===== config.mk =====
export PLATFORM = sky130hd
export DESIGN_NAME = parking_sensor_gen
export DESIGN_NICKNAME = d
export VERILOG_FILES = /design/src/rtl/parking_sensor_gen.sv
export SDC_FILE = /design/constraint.sdc
export NUM_CORES = 1
export LEC_CHECK = 0
export CAP_MARGIN = 10
export CORE_MARGIN = 1
export CORE_UTILIZATION = 50
export DETAILED_ROUTE_END_ITERATION = 16
export HOLD_SLACK_MARGIN = 0.1
export PLACE_DENSITY = 0.75
export SYNTH_ARGS = -nofsm -noshare
export SYNTH_HDL_FRONTEND = slang
export SYNTH_SLANG_ARGS = --single-unit

===== constraint.sdc =====
create_clock -name clk -period 2.7 [get_ports clk]
set_input_delay 0.675 -clock clk [delete_from_list [all_inputs] [get_ports clk]]
set_output_delay 0.675 -clock clk [all_outputs]
set_load 0.05 [all_outputs]

===== src/rtl/parking_sensor_gen.sv =====
// Photo-sensor waveform emitter: one traversal per valid/ready handshake, PH1 visible the cycle after accept.
// req_ready is high only in IDLE; requests offered while busy are neither accepted nor queued.
module parking_sensor_gen #(
  parameter int DWELL = 1,
  parameter int GAP   = 1,
  parameter int CNT_W = 8
) (
  input  logic             clk,
  input  logic             reset,
  input  logic             req_valid,
  output logic             req_ready,
  input  logic             req_dir,
  input  logic             req_ped,
  output logic             outer,
  output logic             inner,
  output logic             busy,
  output logic             done,
  output logic [CNT_W-1:0] enter_cnt,
  output logic [CNT_W-1:0] exit_cnt
);

  typedef enum logic [2:0] {
    S_IDLE = 3'd0,
    S_PH1  = 3'd1,
    S_PH2  = 3'd2,
    S_PH3  = 3'd3,
    S_GAP  = 3'd4
  } state_t;

  localparam logic [7:0] DWELL_LD = 8'(DWELL - 1);
  localparam logic [7:0] GAP_LD   = 8'(GAP - 1);

  state_t           state_q, state_d;
  logic [7:0]       dwell_q, dwell_d;
  logic             dir_q, dir_d;
  logic             ped_q, ped_d;
  logic             outer_q, outer_d;
  logic             inner_q, inner_d;
  logic             busy_q, busy_d;
  logic             done_q, done_d;
  logic [CNT_W-1:0] enter_q, enter_d;
  logic [CNT_W-1:0] exit_q, exit_d;
  logic             last;

  assign req_ready = (state_q == S_IDLE);
  assign last      = (dwell_q == 8'd0);

  always_comb begin
    state_d = state_q;
    dwell_d = dwell_q;
    dir_d   = dir_q;
    ped_d   = ped_q;
    done_d  = 1'b0;
    enter_d = enter_q;
    exit_d  = exit_q;
    outer_d = 1'b0;
    inner_d = 1'b0;
    if (state_q != S_IDLE && !last) begin
      dwell_d = dwell_q - 8'd1;
    end
    case (state_q)
      S_IDLE: begin
        if (req_valid) begin
          state_d = S_PH1;
          dwell_d = DWELL_LD;
          dir_d   = req_dir;
          ped_d   = req_ped;
        end
      end
      S_PH1: begin
        if (last) begin
          // Pedestrians never block both beams, so they skip the overlap phase.
          state_d = ped_q ? S_PH3 : S_PH2;
          dwell_d = DWELL_LD;
        end
      end
      S_PH2: begin
        if (last) begin
          state_d = S_PH3;
          dwell_d = DWELL_LD;
        end
      end
      S_PH3: begin
        if (last) begin
          state_d = S_GAP;
          dwell_d = GAP_LD;
        end
      end
      S_GAP: begin
        if (last) begin
          state_d = S_IDLE;
          done_d  = 1'b1;
          if (!ped_q) begin
            if (dir_q) exit_d = exit_q + 1'b1;
            else       enter_d = enter_q + 1'b1;
          end
        end
      end
      default: begin
        state_d = S_IDLE;
        dwell_d = 8'd0;
      end
    endcase
    // Decode from the next state so the registered lines line up with the state register.
    case (state_d)
      S_PH1: begin
        outer_d = ~dir_d;
        inner_d = dir_d;
      end
      S_PH2: begin
        outer_d = 1'b1;
        inner_d = 1'b1;
      end
      S_PH3: begin
        outer_d = dir_d;
        inner_d = ~dir_d;
      end
      default: begin
        outer_d = 1'b0;
        inner_d = 1'b0;
      end
    endcase
    busy_d = (state_d != S_IDLE);
  end

  always_ff @(posedge clk) begin
    if (reset) begin
      state_q <= S_IDLE;
      dwell_q <= 8'd0;
      dir_q   <= 1'b0;
      ped_q   <= 1'b0;
      outer_q <= 1'b0;
      inner_q <= 1'b0;
      busy_q  <= 1'b0;
      done_q  <= 1'b0;
      enter_q <= '0;
      exit_q  <= '0;
    end else begin
      state_q <= state_d;
      dwell_q <= dwell_d;
      dir_q   <= dir_d;
      ped_q   <= ped_d;
      outer_q <= outer_d;
      inner_q <= inner_d;
      busy_q  <= busy_d;
      done_q  <= done_d;
      enter_q <= enter_d;
      exit_q  <= exit_d;
    end
  end

  assign outer     = outer_q;
  assign inner     = inner_q;
  assign busy      = busy_q;
  assign done      = done_q;
  assign enter_cnt = enter_q;
  assign exit_cnt  = exit_q;

endmodule


==> run metrics, run 1 <==
Die Area 0.003335 mm2; post-synthesis cell count 174; Vias/cell 5.547; fin. max-slew vios 0; Worst path slowest cell or3b_2; Synth area leader dfxtp_1; Root Driver clkbuf_4; fill count 246; H-tree depth 2; failing checks design-rule violations; multi-input logic area 855.8 um2; Final period util 0.9050; outcome complete, but fails checks; CTS tree done; Synth Flop Type dfxtp_1; worst slew pin tran 0.5114 ns; Critical Path End Type flop; RSZ-0062 raised after global routing no; gr usage total 0.2158; clock slew at reported path FFs 0.10 ns; crit path time final 2.443 ns; Seq/Total Area, Yosys 0.4251; share of layout cells above drive strength 1 0.1073; clock sink count 33; Final WS setup 0.2566 ns; Layout area overhead 21.98%; Top Family by Delay on Critical Path simple AND/OR/NAND/NOR gates; Hold Buf Count CTS 0; Clock Latency Late Sink 0.34 ns; main area contributors after synthesis dfxtp_1 (43%), nor2_1 (7.0%), xor2_1 (6.2%); Fin Setup TNS 0 ns; DP Worst Slack 0.3006 ns; Initial DRC Count 70; first-pass GRT wire length 5.451 mm; Clock Tree Buf Depth 2; antenna diode instance count 0; Crit Path Max Fanout 6; Net count, final 212; worst hold-check path type flop to flop; type of origin of the critical path flop; FF/Latch Area 660.6 um2; Die Width 57.75 um; WP data required 2.96 ns; syn_nets 182; Mean Syn Cell Area 8.931 um2; die span in y 57.75 um; peak supply drop 0.0004442 V; Routed WL 3.087 mm; post-synth cell types 37; Leak Pwr 0.6943 nW; detailed-route via count 1309; Pwr Total 1.005 mW; FMAX 0.4093 GHz; Max Cap Violations 0; initial core utilization 0.5447; residual DRC count 2; PostCTS Resize Cnt 0; DRT Pass-1 Iters 10; number of synthesized flops with an enable pin 0; Setup violations, final 0; max incr delay on CP 0.54 ns; synthesized flop and latch total 33; vias in the first global route 1253; ys async rst share 0; Clock Skews 0.008954 ns; pin count of the biggest net entering global routing 17; Cell Rows 19; Inserted Clock Buffers 5; total grt overflow 0; Synth Cell Area 0.001554 mm2; I/O pins 26; Core ar. 0.002853 mm2; Hold WS 0.4931 ns; area share of the largest cell type after synthesis 0.4251; post-DR wirelength/cell 13.08 um; # port buffers 25; PwrDens 530.3 mW/mm2; cells along the critical path inv_1 > ha_1 > or3b_2 > nor4_4 > nand4_1 > or4_1 > o21ai_0; CP Class flop to flop; antenna violations before repair 0; GP Congestion 0.8362; final hold vios 0; post-DP HPWL 2.303 mm; yosys warns 0; WP buf/inv 1; Setup Buffers After CTS 0; DRT antenna net count 0; CP arrival 2.71 ns; relative slew slack 0.6563
cell usage after synthesis, drive strengths merged, types with 2 or more instances:
cell type,instances
mux2,3
nand2b,2
nor3,6
a21oi,5
inv,5
or3,4
dfxtp,33
nor2b,2
o21ai,4
nor4,4
nand4,5
nor3b,2
or4b,2
or4,4
xor2,11
nand3,7
clkbuf,5
nor2,29
mux2i,4
nand3b,2
nand2,15
or3b,2
xnor2,6
ha,3
registers in the layout, indices dropped and copies added (netlist names):
register and flops:
busy 1, done 1, exit_cnt 8, dwell_q 8, state_q 3, inner 1
ped_q 1, outer 1, enter_cnt 8, dir_q 1
stage by stage:
stage	instance area, um2	std cells	utilization
floorplan	1554	174	-
global placement	1844	228	0.6465
detailed placement	1844	228	0.6465
CTS	1896	236	0.6645
global route	1896	236	0.6645
finish	1896	236	0.6645
layout make-up:
type,instances,area share
timing repair buffer,28,0.1426
clock inverter,2,0.005281
multi-input combinational,131,0.4515
inverter,5,0.009901
clock buffer,6,0.02178
tap,31,0.02046
sequential,33,0.3485
kinds of logic (layout without fill, tap and decap cells):
logic type	count (synthesis)	count (layout)	synth area share
AO/OA/AOI/OAI	15	15	0.06039
adder cells (fa/ha/maj)	3	3	0.02416
buffers and inverters	10	41	0.02416
XOR/XNOR	17	17	0.09581
flip-flops	33	33	0.4251
multiplexers	7	7	0.04750
AND/OR/NAND/NOR	89	89	0.3229
power breakdown:
group | internal [mW] | total (mW) | switching (mW)
Sequential | 0.510 | 0.533 | 0.0230
Combinational | 0.0795 | 0.212 | 0.132
Clock | 0.0990 | 0.261 | 0.162
metal layers:
metal  part of all wire  up-vias  routed length (um)  GRT usage
met2               0.48       23                1478     0.3372
met3              0.037        8                 113    0.06250
met5                  0        -                   0          0
li1                   -      669                   -          -
met1               0.46      609                1427     0.2714
met4              0.022        0                  68     0.1122
layout by cell type, fill, tap and decap left out, drive strengths merged, types with 5 or more instances in the layout:
cell,n
dfxtp,33
nor2,29
clkdlybuf4s50,24
nand2,15
xor2,11
nand3,7
xnor2,6
nor3,6
clkbuf,6
inv,5
a21oi,5
nand4,5
worst reg2reg max path, stage by stage, from the launching register on:
cell and delay [ns]:
dfxtp_1 0.34, inv_1 0.11, ha_1 0.24, or3b_2 0.54, nor4_4 0.40, nand4_1 0.22, or4_1 0.44, o21ai_0 0.08
path summary, 6_finish.rpt:
| path | startpoint | endpoint | slack (ns) | cells past startpoint |
|---|---|---|---|---|
| max | dwell_q[0] | exit_cnt[6] | 0.26 | 7 |
| min | enter_cnt[1] | enter_cnt[1] | 0.49 | 2 |
| max reg2reg | dwell_q[0] | exit_cnt[6] | 0.26 | 7 |
| min reg2reg | enter_cnt[1] | enter_cnt[1] | 0.49 | 2 |
Power figures use the tool's default switching activity.
==> run 2: changes to the inputs <==
--- a/config.mk
+++ b/config.mk
@@ -7,8 +7,9 @@
 export LEC_CHECK = 0
 export CAP_MARGIN = 10
 export CORE_MARGIN = 1
-export CORE_UTILIZATION = 50
+export CORE_UTILIZATION = 60
 export DETAILED_ROUTE_END_ITERATION = 16
+export DONT_BUFFER_PORTS = 1
 export HOLD_SLACK_MARGIN = 0.1
 export PLACE_DENSITY = 0.75
 export SYNTH_ARGS = -nofsm -noshare
==> run 2 against run 1 <==
  * The flow now finishes without violations
  * Register-to-register slack is essentially flat
  * Largest cell class unchanged
  * Highest routed layer unchanged
  * Sequential share of layout area grew 4.3 points
  * Maximum frequency grew 0.34%
  * First-iteration DRC count shrank 76%
  * Die area shrank 16%
  * Combinational power shrank 40%
==> run metrics, run 2 (same netlist as run 1, synthesis figures left out) <==
worst slew pin tran 0.6269 ns (was 0.5114 ns); Routed WL 2.802 mm (was 3.087 mm); WP buf/inv 1 (unchanged); FMAX 0.4107 GHz (was 0.4093 GHz); most common cell after layout, fill and taps aside dfxtp_1 (unchanged); H-tree depth 2 (unchanged); worst hold-check path type input port to flop (was flop to flop); DRT Pass-1 Iters 4 (was 10); Die Width 52.89 um (was 57.75 um); Setup Buffers After CTS 0 (unchanged); CP arrival 2.70 ns (was 2.71 ns); RSZ-0062 raised after global routing no (unchanged); # port buffers 0 (was 25); clock sink count 33 (unchanged); outcome complete, no violations (was complete, but fails checks); Max Cap Violations 0 (unchanged); Fin Setup TNS 0 ns (unchanged); leading cell types in the layout, fill and taps excluded dfxtp_1 (33), nor2_1 (29), nand2_1 (15) (was dfxtp_1 (33), nor2_1 (29), clkdlybuf4s50_1 (24)); I/O pins 26 (unchanged); Setup violations, final 0 (unchanged); first-pass GRT wire length 4.533 mm (was 5.451 mm); initial core utilization 0.6330 (was 0.5447); Leak Pwr 0.6310 nW (was 0.6943 nW); Core ar. 0.002455 mm2 (was 0.002853 mm2); share of layout cells above drive strength 1 0.1366 (was 0.1073); Worst path slowest cell or3b_2 (unchanged); WP data required 2.97 ns (was 2.96 ns); Clock Skews 0.009396 ns (was 0.008954 ns); Final period util 0.9019 (was 0.9050); gr usage total 0.2234 (was 0.2158); die span in y 52.89 um (was 57.75 um); metal3 WL 174 um (was 113 um); Critical Path End Type flop (unchanged); total grt overflow 0 (unchanged); post-DR wirelength/cell 13.15 um (was 13.08 um); residual DRC count 0 (was 2); fin. max-slew vios 0 (unchanged); design area 0.001688 mm2 (was 0.001896 mm2); max incr delay on CP 0.54 ns (about the same); pin count of the biggest net entering global routing 31 (was 17); WL met2 1.301 mm (was 1.478 mm); Top Family by Delay on Critical Path simple AND/OR/NAND/NOR gates (unchanged); Net count, final 190 (was 212); antenna violations before repair 0 (unchanged); Clock Tree Buf Depth 2 (unchanged); post-DP HPWL 2.022 mm (was 2.303 mm); detailed-route via count 1240 (was 1309); CTS tree done (unchanged); DRT antenna net count 0 (unchanged); Die Area 0.002797 mm2 (was 0.003335 mm2); antenna diode instance count 0 (unchanged); vias in the first global route 1093 (was 1253); PostCTS Resize Cnt 0 (unchanged); cells along the critical path inv_1 > ha_1 > or3b_2 > nor4_4 > nand3_1 > or4_1 > o21ai_0 (was inv_1 > ha_1 > or3b_2 > nor4_4 > nand4_1 > or4_1 > o21ai_0); Root Driver clkbuf_4 (unchanged); type of origin of the critical path flop (unchanged); Initial DRC Count 17 (was 70); clock slew at reported path FFs 0.10 ns (about the same); Hold Buf Count CTS 0 (unchanged); CP Class flop to flop (unchanged); Metal-1 WL 1.289 mm (was 1.427 mm); final hold vios 0 (unchanged); Vias/cell 5.822 (was 5.547); Layout area overhead 8.615% (was 21.98%); Crit Path Max Fanout 6 (unchanged); fill count 219 (was 246); highest routed layer met4 (unchanged); crit path time final 2.435 ns (was 2.443 ns); area post-placement 0.001618 mm2 (was 0.001844 mm2); Clock Latency Late Sink 0.33 ns (was 0.34 ns); GP Congestion 0.8288 (was 0.8362); PwrDens 604.4 mW/mm2 (was 530.3 mW/mm2); Cell Rows 18 (was 19); peak supply drop 0.0006183 V (was 0.0004442 V); relative slew slack 0.5815 (was 0.6563); Inserted Clock Buffers 5 (unchanged)
==> run 2: cell count changes in the layout (fill, tap and decap cells not counted), sizes merged <==
cell / delta
clkdlybuf4s50: -24
clkinv: -1
clkbuf: +1
buf: +2
==> run 2: worst register-to-register path, stage by stage, from the launching register on <==
cell and delay (ns):
dfxtp_1 0.34, inv_1 0.09, ha_1 0.24, or3b_2 0.54, nor4_4 0.39, nand3_1 0.24
or4_1 0.45, o21ai_0 0.08
==> run 2: through the flow <==
stage / cells / worst slack (ns) / power (mW) / hold slack (ns) / utilization
2_1_floorplan: 174 / 0.4693 / 0.6946 / 0.4519 / -
3_3_place_gp: 205 / 0.3838 / 0.7139 / 0.4788 / 0.6590
3_5_place_dp: 205 / 0.3200 / 0.7178 / 0.4836 / 0.6590
4_1_cts: 213 / 0.2681 / 1.029 / 0.3816 / 0.6876
5_1_grt: 213 / 0.1094 / 1.066 / 0.3737 / 0.6876
6_report: 213 / 0.2649 / 1.020 / 0.3953 / 0.6876
==> run 2: worst paths after layout <==
| check | to | start | slack, ns | cells after the start |
|---|---|---|---|---|
| max | exit_cnt[7] | dwell_q[0] | 0.26 | 7 |
| max reg2reg | exit_cnt[7] | dwell_q[0] | 0.26 | 7 |
| min | ped_q | reset | 0.40 | 1 |
| min reg2reg | ped_q | ped_q | 0.50 | 2 |
==> run 2: layout make-up <==
class                      count  area [um2]  share of cell area
multi-input combinational    131       855.8              0.5070
timing repair buffer           6       45.04             0.02669
inverter                       5       18.77             0.01112
clock buffer                   7       65.06             0.03855
tap                           30       37.54             0.02224
sequential                    33       660.6              0.3914
clock inverter                 1       5.005            0.002965
==> run 2: power breakdown <==
| group | leakage (nW) | switching, mW | internal (mW) |
|---|---|---|---|
| logic | 0.322 | 0.0741 | 0.0539 |
| registers | 0.267 | 0.0693 | 0.510 |
| clock network | 0.0413 | 0.162 | 0.151 |
| total | 0.631 | 0.306 | 0.715 |
==> run 2: metal layers <==
layer,GRT usage,up-vias
met5,0,-
met2,0.3671,30
met3,0.09483,5
met4,0.06579,0
li1,-,629
met1,0.2619,576
